## config.mk

```make
export PLATFORM = sky130hd
export DESIGN_NAME = score_display_driver
export DESIGN_NICKNAME = d
export VERILOG_FILES = /design/src/rtl/score_display_driver.sv
export SDC_FILE = /design/constraint.sdc
export NUM_CORES = 1
export LEC_CHECK = 0
export BUFFER_PORTS_ARGS = -buffer_cell sky130_fd_sc_hd__buf_4
export CAP_MARGIN = 5
export CORE_MARGIN = 2
export CORE_UTILIZATION = 40
export DETAILED_ROUTE_END_ITERATION = 10
export HOLD_SLACK_MARGIN = 0.05
export PLACE_DENSITY = 0.59
export SETUP_SLACK_MARGIN = 0.5
export SYNTH_ARGS = -nofsm -noshare
export SYNTH_HDL_FRONTEND = slang
export SYNTH_SLANG_ARGS = --single-unit
```

## constraint.sdc

```tcl
create_clock -name clk_i -period 6 [get_ports clk_i]
set_input_delay 1.2 -clock clk_i [delete_from_list [all_inputs] [get_ports clk_i]]
set_output_delay 1.2 -clock clk_i [all_outputs]
set_load 0.01 [all_outputs]
```

## src/rtl/score_display_driver.sv

```systemverilog
// score_display_driver: scans a 2-digit multiplexed 7-segment display.
// Player 1 is shown on digit 0 and player 2 on digit 1. One blank cycle
// separates the digit slots to suppress ghosting. A player's digit blinks
// for a fixed number of off/on cycles whenever that player's score changes.
module score_display_driver #(
  parameter int unsigned REFRESH_LIMIT = 25000,
  parameter int unsigned BLINK_TICKS   = 250,
  parameter int unsigned BLINK_COUNT   = 3,
  parameter bit          ACTIVE_LOW    = 1'b1
) (
  input  logic       clk_i,
  input  logic       rst_i,
  input  logic [3:0] p1_score_i,
  input  logic [3:0] p2_score_i,
  input  logic       enable_i,
  output logic [6:0] seg_o,
  output logic [1:0] dig_o,
  output logic       blink_busy_o
);

  localparam int unsigned CNT_W = $clog2(REFRESH_LIMIT);
  localparam int unsigned TCK_W = $clog2(BLINK_TICKS + 1);
  localparam int unsigned BLK_W = $clog2(BLINK_COUNT + 1);

  localparam logic [CNT_W-1:0] CNT_LAST = CNT_W'(REFRESH_LIMIT - 1);
  localparam logic [TCK_W-1:0] TCK_LAST = TCK_W'(BLINK_TICKS - 1);
  localparam logic [BLK_W-1:0] BLK_LAST = BLK_W'(BLINK_COUNT - 1);

  typedef enum logic [1:0] {
    ST_IDLE = 2'd0,
    ST_OFF  = 2'd1,
    ST_ON   = 2'd2
  } blink_state_e;

  // Active-high segment pattern for a hex digit, bit0 = a ... bit6 = g.
  function automatic logic [6:0] decode_hex(input logic [3:0] value);
    logic [6:0] seg;
    case (value)
      4'h0:    seg = 7'h3F;
      4'h1:    seg = 7'h06;
      4'h2:    seg = 7'h5B;
      4'h3:    seg = 7'h4F;
      4'h4:    seg = 7'h66;
      4'h5:    seg = 7'h6D;
      4'h6:    seg = 7'h7D;
      4'h7:    seg = 7'h07;
      4'h8:    seg = 7'h7F;
      4'h9:    seg = 7'h6F;
      4'hA:    seg = 7'h77;
      4'hB:    seg = 7'h7C;
      4'hC:    seg = 7'h39;
      4'hD:    seg = 7'h5E;
      4'hE:    seg = 7'h79;
      default: seg = 7'h71;
    endcase
    return seg;
  endfunction

  logic [CNT_W-1:0] count_q, count_d;
  logic             slot_q, slot_d;
  logic             tick;
  logic [3:0]       score_in [2];
  logic [3:0]       sh_q     [2];
  logic [1:0]       change;

  blink_state_e     state_q  [2];
  logic [TCK_W-1:0] tcnt_q   [2];
  logic [BLK_W-1:0] bcnt_q   [2];

  logic [6:0]       seg_q, seg_d;
  logic [1:0]       dig_q, dig_d;

  assign score_in[0] = p1_score_i;
  assign score_in[1] = p2_score_i;
  assign change[0]   = (p1_score_i != sh_q[0]);
  assign change[1]   = (p2_score_i != sh_q[1]);

  // Refresh counter wrap and slot toggle on each slot tick.
  always_comb begin
    // NOTE: every always_comb output gets a default first, so no path can infer a latch.
    tick    = (count_q == CNT_LAST);
    count_d = count_q + CNT_W'(1);
    slot_d  = slot_q;
    if (tick) begin
      count_d = '0;
      slot_d  = ~slot_q;
    end
  end

  // Refresh counter, slot select and score shadow registers.
  always_ff @(posedge clk_i) begin
    // NOTE: sequential state uses non-blocking assignments only, so every register samples pre-edge values.
    if (rst_i) begin
      count_q <= '0;
      slot_q  <= 1'b0;
      // NOTE: shadows are reset to zero on purpose: a nonzero score at reset release then counts as a change and blinks.
      sh_q[0] <= '0;
      sh_q[1] <= '0;
    end else begin
      count_q <= count_d;
      slot_q  <= slot_d;
      sh_q[0] <= score_in[0];
      sh_q[1] <= score_in[1];
    end
  end

  // Per-player blink FSM; a score change restarts the sequence and beats a same-cycle expiry.
  always_ff @(posedge clk_i) begin
    if (rst_i) begin
      for (int p = 0; p < 2; p++) begin
        state_q[p] <= ST_IDLE;
        tcnt_q[p]  <= '0;
        bcnt_q[p]  <= '0;
      end
    end else begin
      for (int p = 0; p < 2; p++) begin
        if (change[p]) begin
          state_q[p] <= ST_OFF;
          tcnt_q[p]  <= '0;
          bcnt_q[p]  <= '0;
        end else if (tick) begin
          case (state_q[p])
            ST_OFF: begin
              if (tcnt_q[p] == TCK_LAST) begin
                state_q[p] <= ST_ON;
                tcnt_q[p]  <= '0;
              end else begin
                tcnt_q[p]  <= tcnt_q[p] + TCK_W'(1);
              end
            end
            ST_ON: begin
              if (tcnt_q[p] == TCK_LAST) begin
                tcnt_q[p] <= '0;
                if (bcnt_q[p] == BLK_LAST) begin
                  state_q[p] <= ST_IDLE;
                  bcnt_q[p]  <= '0;
                end else begin
                  state_q[p] <= ST_OFF;
                  bcnt_q[p]  <= bcnt_q[p] + BLK_W'(1);
                end
              end else begin
                tcnt_q[p] <= tcnt_q[p] + TCK_W'(1);
              end
            end
            default: begin
              state_q[p] <= ST_IDLE;
            end
          endcase
        end
      end
    end
  end

  // Next segment/anode pattern: blank on slot boundary, when dark, or during a blink-off phase.
  always_comb begin
    logic       blank;
    logic [6:0] seg_act;
    logic [1:0] dig_act;
    blank   = tick | ~enable_i | (state_q[slot_q] == ST_OFF);
    seg_act = decode_hex(sh_q[slot_q]);
    dig_act = slot_q ? 2'b10 : 2'b01;
    if (blank) begin
      seg_act = '0;
      dig_act = '0;
    end
    seg_d = seg_act ^ {7{ACTIVE_LOW}};
    dig_d = dig_act ^ {2{ACTIVE_LOW}};
  end

  // Registered display pins, reset to the inactive level.
  always_ff @(posedge clk_i) begin
    if (rst_i) begin
      seg_q <= {7{ACTIVE_LOW}};
      dig_q <= {2{ACTIVE_LOW}};
    end else begin
      seg_q <= seg_d;
      dig_q <= dig_d;
    end
  end

  assign seg_o        = seg_q;
  assign dig_o        = dig_q;
  assign blink_busy_o = (state_q[0] != ST_IDLE) | (state_q[1] != ST_IDLE);

endmodule
```

==> results of run 1 <==
[cells by family after synthesis]
kind of cell | count (synthesis) | share of synthesized area, %
simple gates | 131 | 22.6
mux | 7 | 2.90
buf+inv | 21 | 3.07
xor+xnor | 35 | 10.4
flops | 58 | 47.8
fa+ha+maj | 19 | 8.10
compound gates | 22 | 5.16
[how the worst max path moves through the flow]
stage / start / endpoint / slack [ns] / cells past startpoint
after floorplan: p2_score_i[2] / state_q[1][0] / 3.60 / 5
after detailed placement: rst_i / seg_o[1] / 3.30 / 4
after CTS: flip-flop / seg_o[3] / 3.50 / 5
final: flip-flop / seg_o[3] / 3.53 / 5
after global placement: p2_score_i[2] / state_q[1][0] / 3.33 / 6
after global routing: flip-flop / seg_o[3] / 3.42 / 5
[state kept, by name (all words and copies together) (netlist names), named ones only]
| name | cells |
|---|---|
| slot_q | 1 |
| sh_q | 8 |
| seg_o | 7 |
| dig_o | 2 |
| bcnt_q | 4 |
| count_q | 15 |
| tcnt_q | 16 |
| state_q | 4 |
[cells in the final DEF, fill, tap and decap left out, types with 2 or more instances in the layout]
master	instances
clkbuf_8	11
or3_1	4
xnor2_1	23
inv_1	13
buf_4	20
nand3b_1	2
nor2_1	49
nor4_1	3
and3_1	5
nor2b_1	10
o311ai_0	2
ha_1	19
clkinv_2	3
dfxtp_1	34
nand2_1	22
mux2_2	2
o21ai_0	7
nand4_1	6
nor3_1	4
o221ai_1	5
and2_1	2
xor2_1	12
edfxtp_1	24
a21oi_1	4
clkbuf_1	2
mux2i_1	4
nand3_1	15
[worst max-delay path, cell delays in order (launching register included)]
cell and delay (ns):
dfxtp_1 0.53, mux2i_1 0.60, inv_1 0.17, ha_1 0.28
mux4_2 0.47, or3_1 0.30
[cells in the mapped netlist (all sizes together) (5+ instances only)]
cell,instances
and3,5
dfxtp,34
edfxtp,24
ha,19
inv,13
nand2,22
nand3,16
nand4,6
nor2,49
nor2b,10
nor3,5
o21ai,7
o221ai,5
xnor2,23
xor2,12
[power breakdown]
group	total (W)	internal (W)	switching (W)
Combinational	0.0000601	0.0000283	0.0000319
Clock	0.000315	0.000170	0.000144
Sequential	0.000431	0.000422	0.00000944
[layer usage]
| layer | vias up | global-route usage [%] |
|---|---|---|
| met5 | - | 0 |
| met2 | 31 | 21.3 |
| li1 | 1071 | - |
| met1 | 924 | 18.2 |
| met3 | 10 | 3.11 |
| met4 | 0 | 8.14 |
[cell type report]
class / count / area, sq um / share of cell area (%)
clock buffers: 13 / 159 / 4.76
clock inverters: 3 / 15.0 / 0.449
inverters: 13 / 48.8 / 1.46
multi-input cells: 214 / 1440 / 43.2
flip-flops and latches: 58 / 1400 / 41.9
well taps: 99 / 124 / 3.71
repair buffers: 20 / 150 / 4.49
[per-stage QoR]
step                      cells  cell area [sq um]  hold WS [ns]
after global placement      404               3170         0.414
final                       420               3340         0.416
after global routing        420               3340         0.443
after CTS                   420               3340         0.425
after detailed placement    404               3170         0.406
after floorplan             293               2930         0.379
==> reports/metrics.yaml, run 1 <==
run_status:
  status: "finished, final reports clean"
clock_tree:
  clk_path_buf_depth: 2
  cts-buffers-inserted: 9
  htree_levels: 3
  root_buffer: "clkbuf_8"
  cts_tree: "done"
  cts_setup_buffers: 0
  cts_resized: 0
  clock_latency_ns: 0.33
  clkSinkCount: 58
  postCtsHoldBufs: 0
  clkTransAtPathRegs_ns: 0.06
critical_path:
  r2r_slack_ns: 3.53
  r2r_end: "seg_o[3]"
  end_kind: "flip-flop"
  critical_path_class: "flip-flop to flip-flop"
  start_kind: "flip-flop"
  crit_arrival_ns: 2.68
  cp_max_fo: 7
  r2r_cells: 5
  required_ns: 6.21
drt:
  post_drt_wl_per_cell_um: 12.0
  ant_nets: 0
  drc: 0
  drt-total-wl_um: 5040
  dr.pass1.iters: 4
  drtIter0Drc: 73
  num_vias: 2036
  routed-wl-met3_um: 169
  dr.max_layer_used: "met4"
  met1_length_um: 2550
  via_per_inst: 4.85
  wl_met2_um: 2190
sta:
  finalWorstSetupSlack_ns: 3.53
  skew_ns: 0.00712
  rsz0062_at_grt: "false"
  period_share_pct: 41.1
  hold_viol_final: 0
  worst_slew_pin_slew_ns: 1.02
  fin_setup_tns_ns: 0
  clock.fmax_ghz: 0.405
  maxSlewViolCount: 0
  finalCriticalPeriod_ns: 2.47
  finalSetupViolations: 0
  slew_headroom_pct: 30.2
power_and_ir_drop:
  irDropWorstVdd_uv: 120
  total_power_w: 0.000806
  power_density_nw_per_um2: 241
  leakage_nw: 1.22
synthesis:
  netlist_area_sq_um: 2930
  synth_edf_count: 24
  synth-main-ff-cell: "dfxtp_1"
  synth_fp_nets: 323
  synthArstFlopShare_pct: 0
  yosysSeqAreaShare_pct: 47.8
  ys_ff_latch: 58
  yosysTopAreaCell: "edfxtp_1"
  synth_warnings: 0
  ys_top_cells_by_area: "edfxtp_1 (25%), dfxtp_1 (23%), ha_1 (8.1%)"
  syn_area_per_cell_sq_um: 10.0
  synth.distinct_cells: 40
  synthCells: 293
  synth_top_area_share_pct: 24.6
global_route:
  grt_start_max_net_pins: 20
  grt_pass1_vias: 1913
  grt_usage_pct: 13.9
  antenna_found_initial: 0
  grt_overflow_total: 0
  grt_pass1_wl_um: 8460
place:
  gp_congestion: 0.797
  dp_hpwl_um: 3650
  io_buffers: 20
  pre_cts_ws_ns: 3.30
floorplanning:
  die_y_um: 89.6
  dieWidth_um: 89.6
  dieArea_sq_um: 8040
  ioPinCount: 21
  num_rows: 31
  start_util_pct: 40.9
  core-area_sq_um: 7180
final_layout:
  antenna-diode-count: 0
  syn2layout_area_growth_pct: 13.9
  fill_cells: 704
  utilization_pct: 46.6
  layout.nets: 346
  drive_gt1_share_pct: 13.1
worst_hold_path:
  hold_depth: 1
  worstHoldStart: "slot_q"
  hold-path-endpoint: "dig_o[1]"
  hold_path_class: "flip-flop to flip-flop"
flow_run:
  cap_violations: 0
Power figures use the tool's default switching activity.
==> run 2: changes to the inputs <==
--- a/config.mk
+++ b/config.mk
@@ -5,13 +5,14 @@
 export SDC_FILE = /design/constraint.sdc
 export NUM_CORES = 1
 export LEC_CHECK = 0
+export ABC_AREA = 1
 export BUFFER_PORTS_ARGS = -buffer_cell sky130_fd_sc_hd__buf_4
 export CAP_MARGIN = 5
 export CORE_MARGIN = 2
 export CORE_UTILIZATION = 40
 export DETAILED_ROUTE_END_ITERATION = 10
 export HOLD_SLACK_MARGIN = 0.05
-export PLACE_DENSITY = 0.59
+export PLACE_DENSITY = 0.58
 export SETUP_SLACK_MARGIN = 0.5
 export SYNTH_ARGS = -nofsm -noshare
 export SYNTH_HDL_FRONTEND = slang
==> constraint.sdc (replaced) <==
create_clock -name clk_i -period 2.5 [get_ports clk_i]
set_input_delay 0.5 -clock clk_i [delete_from_list [all_inputs] [get_ports clk_i]]
set_output_delay 0.5 -clock clk_i [all_outputs]
set_load 0.01 [all_outputs]
==> reports/metrics.yaml, run 2 <==
run_status:
  status: "finished, final reports clean"  # unchanged
synthesis:
  synth_edf_count: 24  # unchanged
  ys_ff_latch: 58  # unchanged
  synthTopCellsByCount: "nand2_1 (90), nor2_1 (68), inv_1 (59)"  # was nor2_1 (49), dfxtp_1 (34), edfxtp_1 (24)
  synth_simple_gate_area_share_pct: 32.1  # was 22.6%
  synth_xor_area_share_pct: 3.21  # was 10.4%
  netlist_area_sq_um: 3280  # was 2930 sq um
  synthCells: 415  # was 293
  synth_top_area_share_pct: 22.0  # was 24.6%
  yosysTopAreaCell: "edfxtp_1"  # unchanged
  synth_fa_ha_area_share_pct: 7.25  # was 8.10%
  synth-main-ff-cell: "dfxtp_1"  # unchanged
  synth_fp_nets: 445  # was 323
  synth_warnings: 0  # unchanged
  yosysSeqAreaShare_pct: 42.7  # was 47.8%
  ys_top_cells_by_area: "edfxtp_1 (22%), dfxtp_1 (21%), nand2_1 (10%)"  # was edfxtp_1 (25%), dfxtp_1 (23%), ha_1 (8.1%)
  synth_top_family_by_area: "simple AND/OR/NAND/NOR gates"  # unchanged
  synthMuxAreaShare_pct: 0  # was 2.90%
  synth.distinct_cells: 39  # was 40
  synth_compound_area_share_pct: 6.37  # was 5.16%
  synthArstFlopShare_pct: 0  # unchanged
  synth.most_common_cell: "nand2_1"  # was nor2_1
  syn_area_per_cell_sq_um: 7.90  # was 10.0 sq um
power_and_ir_drop:
  leakage_nw: 1.65  # was 1.22 nW
  total_power_w: 0.00218  # was 0.000806 W
  irDropWorstVdd_uv: 272  # was 120 uV
  power_frac_seq_pct: 47.9  # was 53.5%
  netSwitchingFraction_pct: 25.1  # was 23.0%
  power_density_nw_per_um2: 570  # was 241 nW/um^2
  power.share.clock_pct: 43.9  # was 39.0%
  intPower_w: 0.00163  # was 0.000621 W
  power_switching_w: 0.000548  # was 0.000185 W
  comb_power_share_pct: 8.2  # was 7.5%
floorplanning:
  die_y_um: 94.5  # was 89.6 um
  ioPinCount: 21  # unchanged
  core-area_sq_um: 8090  # was 7180 sq um
  start_util_pct: 40.5  # was 40.9%
  num_rows: 33  # was 31
  dieWidth_um: 94.5  # was 89.6 um
  dieArea_sq_um: 8940  # was 8040 sq um
clock_tree:
  htree_levels: 3  # unchanged
  postCtsHoldBufs: 0  # unchanged
  clkSinkCount: 58  # unchanged
  clock_latency_ns: 0.35  # was 0.33 ns
  cts-buffers-inserted: 9  # unchanged
  cts_tree: "done"  # unchanged
  root_buffer: "clkbuf_8"  # unchanged
  clk_path_buf_depth: 2  # unchanged
  clkTransAtPathRegs_ns: 0.08  # was 0.06 ns
final_layout:
  final_area_sq_um: 3820  # was 3340 sq um
  max_flop_register: "tcnt_q"  # unchanged
  largest_register_ffs: 16  # unchanged
  drive_gt1_share_pct: 18.2  # was 13.1%
  final_cell_mix: "nand2_1 (90), nor2_1 (66), inv_1 (59)"  # was nor2_1 (49), dfxtp_1 (34), edfxtp_1 (24)
  utilization_pct: 47.2  # was 46.6%
  mostFrequentLayoutCell: "nand2_1"  # was nor2_1
  syn2layout_area_growth_pct: 16.6  # was 13.9%
  antenna-diode-count: 0  # unchanged
  layout.nets: 476  # was 346
  top_regs: "tcnt_q x16, count_q x15, sh_q x8"  # unchanged
worst_hold_path:
  hold_path_class: "input pin to flip-flop"  # was flip-flop to flip-flop
sta:
  clock.fmax_ghz: 0.533  # was 0.405 GHz
  maxSlewViolCount: 0  # unchanged
  rsz0062_at_grt: "false"  # unchanged
  fin_setup_tns_ns: 0  # unchanged
  worst_slew_pin_slew_ns: 0.379  # was 1.02 ns
  whs_ns: 0.375  # was 0.416 ns
  skew_ns: 0.0112  # was 0.00712 ns
  finalSetupViolations: 0  # unchanged
  hold_viol_final: 0  # unchanged
  slew_headroom_pct: 74.5  # was 30.2%
  period_share_pct: 75.0  # was 41.1%
  finalCriticalPeriod_ns: 1.88  # was 2.47 ns
critical_path:
  end_kind: "flip-flop"  # unchanged
  cp_max_fo: 9  # was 7
  r2r_cells: 9  # was 5
  required_ns: 2.55  # was 6.21 ns
  worstSetupEndpoint: "tcnt_q[0][2]"  # was seg_o[3]
  crit_arrival_ns: 1.92  # was 2.68 ns
  r2r_slack_ns: 0.62  # was 3.53 ns
  critical_path_class: "flip-flop to flip-flop"  # unchanged
  start_kind: "flip-flop"  # unchanged
  startpoint: "count_q[0]"
  r2r-start: "count_q[0]"
  r2r_end: "tcnt_q[0][2]"  # was seg_o[3]
global_route:
  grt_pass1_vias: 2424  # was 1913
  grt_overflow_total: 0  # unchanged
  grt_start_max_net_pins: 16  # was 20
  grt_pass1_wl_um: 10800  # was 8460 um
  antenna_found_initial: 0  # unchanged
  grt_usage_pct: 15.6  # was 13.9%
drt:
  ant_nets: 0  # unchanged
  post_drt_wl_per_cell_um: 11.1  # was 12.0 um
  drtIter0Drc: 86  # was 73
  drt-total-wl_um: 6170  # was 5040 um
  num_vias: 2554  # was 2036
  via_per_inst: 4.59  # was 4.85
  drc: 0  # unchanged
  dr.pass1.iters: 4  # unchanged
place:
  dp_hpwl_um: 4580  # was 3650 um
  place_area_sq_um: 3560  # was 3170 sq um
  io_buffers: 20  # unchanged
  gp_congestion: 0.836  # was 0.797
flow_run:
  cap_violations: 0  # unchanged
-- run 2: repair_timing --
item,CTS,global route
endpoints found under the setup margin,16,11
setup buffers,1,0
gates resized for setup,1,5
-- run 2: kinds of logic (layout without fill, tap and decap cells) --
family	count (synthesis)	after routing
and+or+nand+nor	220	220
xor gates and xnor gates	12	12
adders and majority gates	19	19
AOI/OAI and AO/OA	35	35
DFF	58	58
buffers and inverters	71	107
-- run 2: critical path, stage by stage, from the launching register on --
cell and delay, ns:
dfxtp_1 0.36, ha_2 0.21, nand2_2 0.09, nor3_4 0.22, nand2_4 0.12, nor2_4 0.13
nand2_1 0.07, nand2_2 0.07, nand2_4 0.10, nand3_4 0.17
-- run 2: final cells by class --
class	instances	area, sq um
Fill cell	823	4270
Multi-Input combinational cell	286	1620
Sequential cell	58	1400
Inverter	68	256
Clock buffer	12	199
Timing Repair Buffer	23	185
Tap cell	105	131
Clock inverter	4	26.3
-- run 2: layer usage --
| layer | track usage [%] | share of wire, % | up-vias | wire (um) |
|---|---|---|---|---|
| met3 | 4.55 | 3.6 | 12 | 222 |
| met2 | 25.8 | 46 | 30 | 2840 |
| met1 | 19.2 | 48 | 1135 | 2990 |
| met5 | 0 | 0 | - | 0 |
| li1 | - | - | 1377 | - |
| met4 | 6.16 | 2.0 | 0 | 121 |
-- run 2: stage by stage --
stage                     cells  setup slack (ns)
after floorplan             415             0.677
after global placement      539             0.398
after detailed placement    539             0.307
after CTS                   556             0.527
after global routing        556             0.505
final                       556             0.624
-- run 2: worst min-delay path by stage --
stage / start / endpoint / slack, ns / cells past startpoint
floorplan: slot_q / dig_o[1] / 0.37 / 1
global placement: slot_q / dig_o[1] / 0.39 / 1
detailed placement: slot_q / dig_o[1] / 0.39 / 1
CTS: p2_score_i[2] / sh_q[1][2] / 0.36 / 3
global route: p1_score_i[3] / sh_q[0][3] / 0.37 / 3
finish: p2_score_i[2] / sh_q[1][2] / 0.37 / 3
-- run 2: power by group through the flow --
| stage | clock network, W | registers (W) | logic (W) |
|---|---|---|---|
| global placement | 0 | 0.00107 | 0.000172 |
| finish | 0.000957 | 0.00104 | 0.000180 |
| detailed placement | 0 | 0.00107 | 0.000174 |
| CTS | 0.000984 | 0.00104 | 0.000180 |
| floorplan | 0 | 0.00106 | 0.000113 |
| global route | 0.00102 | 0.00105 | 0.000210 |
==> run 3: changes to the inputs <==
--- a/config.mk
+++ b/config.mk
@@ -5,14 +5,14 @@
 export SDC_FILE = /design/constraint.sdc
 export NUM_CORES = 1
 export LEC_CHECK = 0
-export ABC_AREA = 1
+export ABC_AREA = 0
 export BUFFER_PORTS_ARGS = -buffer_cell sky130_fd_sc_hd__buf_4
 export CAP_MARGIN = 5
 export CORE_MARGIN = 2
 export CORE_UTILIZATION = 40
 export DETAILED_ROUTE_END_ITERATION = 10
 export HOLD_SLACK_MARGIN = 0.05
-export PLACE_DENSITY = 0.58
+export PLACE_DENSITY = 0.59
 export SETUP_SLACK_MARGIN = 0.5
 export SYNTH_ARGS = -nofsm -noshare
 export SYNTH_HDL_FRONTEND = slang
==> constraint.sdc (replaced) <==
create_clock -name clk_i -period 1.8 [get_ports clk_i]
set_input_delay 0.36 -clock clk_i [delete_from_list [all_inputs] [get_ports clk_i]]
set_output_delay 0.36 -clock clk_i [all_outputs]
set_load 0.01 [all_outputs]
==> reports/metrics.yaml, run 3 (synthesized netlist as in run 1, its figures left out) <==
clock_tree:
  cts-buffers-inserted: 9  # unchanged
  cts_tree: "done"  # unchanged
  root_buffer: "clkbuf_8"  # unchanged
  clkTransAtPathRegs_ns: 0.07  # was 0.08 ns
  clock_latency_ns: 0.34  # was 0.35 ns
  postCtsHoldBufs: 0  # unchanged
  htree_levels: 3  # unchanged
  clk_path_buf_depth: 2  # unchanged
  clkSinkCount: 58  # unchanged
critical_path:
  critical_path_class: "flip-flop to flip-flop"  # unchanged
  r2r_slack_ns: -0.03  # was 0.62 ns
  start_kind: "flip-flop"  # unchanged
  end_kind: "flip-flop"  # unchanged
  cp_max_fo: 2  # was 9
  r2r-start: "state_q[0][0]"  # was count_q[0]
  crit_arrival_ns: 1.92  # about the same
  r2r_end: "state_q[1][0]"  # was tcnt_q[0][2]
  required_ns: 1.89  # was 2.55 ns
  r2r_cells: 7  # was 9
sta:
  skew_ns: 0.00950  # was 0.0112 ns
  finalCriticalPeriod_ns: 1.83  # was 1.88 ns
  clock.fmax_ghz: 0.546  # was 0.533 GHz
  hold_viol_final: 0  # unchanged
  finalSetupViolations: 5  # was 0
  worst_slew_pin_slew_ns: 0.411  # was 0.379 ns
  finalWorstSetupSlack_ns: -0.0308  # was 0.624 ns
  period_share_pct: 102  # was 75.0%
  fin_setup_tns_ns: -0.0865  # was 0 ns
  slew_headroom_pct: 72.6  # was 74.5%
  rsz0062_at_grt: "true"  # was false
  maxSlewViolCount: 0  # unchanged
final_layout:
  drive_gt1_share_pct: 52.1  # was 18.2%
  mostFrequentLayoutCell: "buf_4"  # was nand2_1
  largest_register_ffs: 16  # unchanged
  fill_cells: 563  # was 823
  top_regs: "tcnt_q x16, count_q x15, sh_q x8"  # unchanged
  final_cell_mix: "buf_4 (80), dfxtp_1 (28), nor2_4 (26)"  # was nand2_1 (90), nor2_1 (66), inv_1 (59)
  final_area_sq_um: 4600  # was 3820 sq um
  stdcell_count: 496  # was 556
  layout.nets: 422  # was 476
  antenna-diode-count: 0  # unchanged
  syn2layout_area_growth_pct: 56.8  # was 16.6%
  max_flop_register: "tcnt_q"  # unchanged
power_and_ir_drop:
  power_density_nw_per_um2: 631  # was 570 nW/um^2
  comb_power_share_pct: 13.3  # was 8.2%
  intPower_w: 0.00217  # was 0.00163 W
  total_power_w: 0.00290  # was 0.00218 W
  netSwitchingFraction_pct: 25.2  # was 25.1%
  power_switching_w: 0.000731  # was 0.000548 W
  leakage_nw: 1.72  # was 1.65 nW
  power_frac_seq_pct: 49.5  # was 47.9%
  power.share.clock_pct: 37.2  # was 43.9%
  irDropWorstVdd_uv: 403  # was 272 uV
drt:
  post_drt_wl_per_cell_um: 13.8  # was 11.1 um
  dr.pass1.iters: 4  # unchanged
  drtIter0Drc: 61  # was 86
  drt-total-wl_um: 6850  # was 6170 um
  drc: 0  # unchanged
  ant_nets: 0  # unchanged
  num_vias: 2426  # was 2554
  via_per_inst: 4.89  # was 4.59
global_route:
  grt_pass1_wl_um: 10700  # was 10800 um
  grt_usage_pct: 17.7  # was 15.6%
  antenna_found_initial: 0  # unchanged
  grt_overflow_total: 0  # unchanged
  grt_pass1_vias: 2380  # was 2424
  grt_start_max_net_pins: 20  # was 16
floorplanning:
  core-area_sq_um: 7180  # was 8090 sq um
  start_util_pct: 40.9  # was 40.5%
  ioPinCount: 21  # unchanged
  dieArea_sq_um: 8040  # was 8940 sq um
  dieWidth_um: 89.6  # was 94.5 um
  num_rows: 31  # was 33
  die_y_um: 89.6  # was 94.5 um
worst_hold_path:
  hold-path-endpoint: "sh_q[1][3]"  # was sh_q[1][2]
  hold_path_class: "input pin to flip-flop"  # unchanged
  worstHoldStart: "p2_score_i[3]"  # was p2_score_i[2]
  hold_depth: 2  # was 3
place:
  dp.cells: 457  # was 539
  io_buffers: 20  # unchanged
  place_area_sq_um: 3670  # was 3560 sq um
  dp_hpwl_um: 4420  # was 4580 um
  pre_cts_ws_ns: -0.112  # was 0.307 ns
  gp_congestion: 0.827  # was 0.836
run_status:
  status: "finished, violations left"  # was finished, final reports clean
  violations: "negative setup slack"
flow_run:
  cap_violations: 0  # unchanged
[run 3: metrics by stage]
step | hold WS, ns | util [%]
after floorplan | 0.401 | -
after global placement | 0.422 | 51.1
after detailed placement | 0.437 | 51.1
after CTS | 0.250 | 59.7
after global routing | 0.253 | 64.1
final | 0.252 | 64.1
[run 3: how the worst max path moves through the flow]
stage                              from            end  slack [ns]  cells past startpoint
after floorplan               flip-flop       seg_o[3]       -0.06                      6
after global placement       count_q[1]   bcnt_q[1][1]       -0.05                      6
after detailed placement     count_q[1]   bcnt_q[1][0]       -0.11                      6
after CTS                     flip-flop       seg_o[3]       -0.02                      6
after global routing          flip-flop       seg_o[3]       -0.10                      6
final                     state_q[0][0]  state_q[1][0]       -0.03                      7
[run 3: power by group through the flow]
| stage | registers (W) | logic, W | clock network [W] |
|---|---|---|---|
| 5_1_grt | 0.00144 | 0.000421 | 0.00116 |
| 2_1_floorplan | 0.00147 | 0.000151 | 0 |
| 6_report | 0.00144 | 0.000387 | 0.00108 |
| 3_5_place_dp | 0.00146 | 0.000269 | 0 |
| 3_3_place_gp | 0.00146 | 0.000266 | 0 |
| 4_1_cts | 0.00144 | 0.000340 | 0.00109 |
[run 3: critical path: stages (launching register included)]
cell and delay (ns):
edfxtp_1 0.44, buf_6 0.15, ha_4 0.16, nor2_4 0.10, o41ai_4 0.10, a211oi_2 0.25, nor2_1 0.06, a221o_1 0.32
[run 3: layer usage]
layer / share of wire [%] / GRT usage, % / up-vias
li1: - / - / 1215
met1: 45 / 22.1 / 1161
met2: 50 / 28.3 / 36
met3: 3.2 / 4.30 / 14
met4: 2.4 / 9.09 / 0
met5: 0 / 0 / -
[run 3: layout make-up]
class	count	area [sq um]	share of cell area (%)
Inverter	13	51.3	1.12
Tap cell	99	124	2.69
Clock inverter	3	15.0	0.326
Timing Repair Buffer	96	802	17.4
Sequential cell	58	1420	30.8
Multi-Input combinational cell	214	2030	44.2
Clock buffer	13	159	3.45
[run 3: repair_timing]
item / in CTS / in global routing
setup endpoints to repair: 74 / 74
setup buffers: 13 / 9
endpoints found under the hold margin: 0 / 0
pin swaps: 26 / 9
gates cloned: 1 / 0
gates resized for setup: 82 / 59
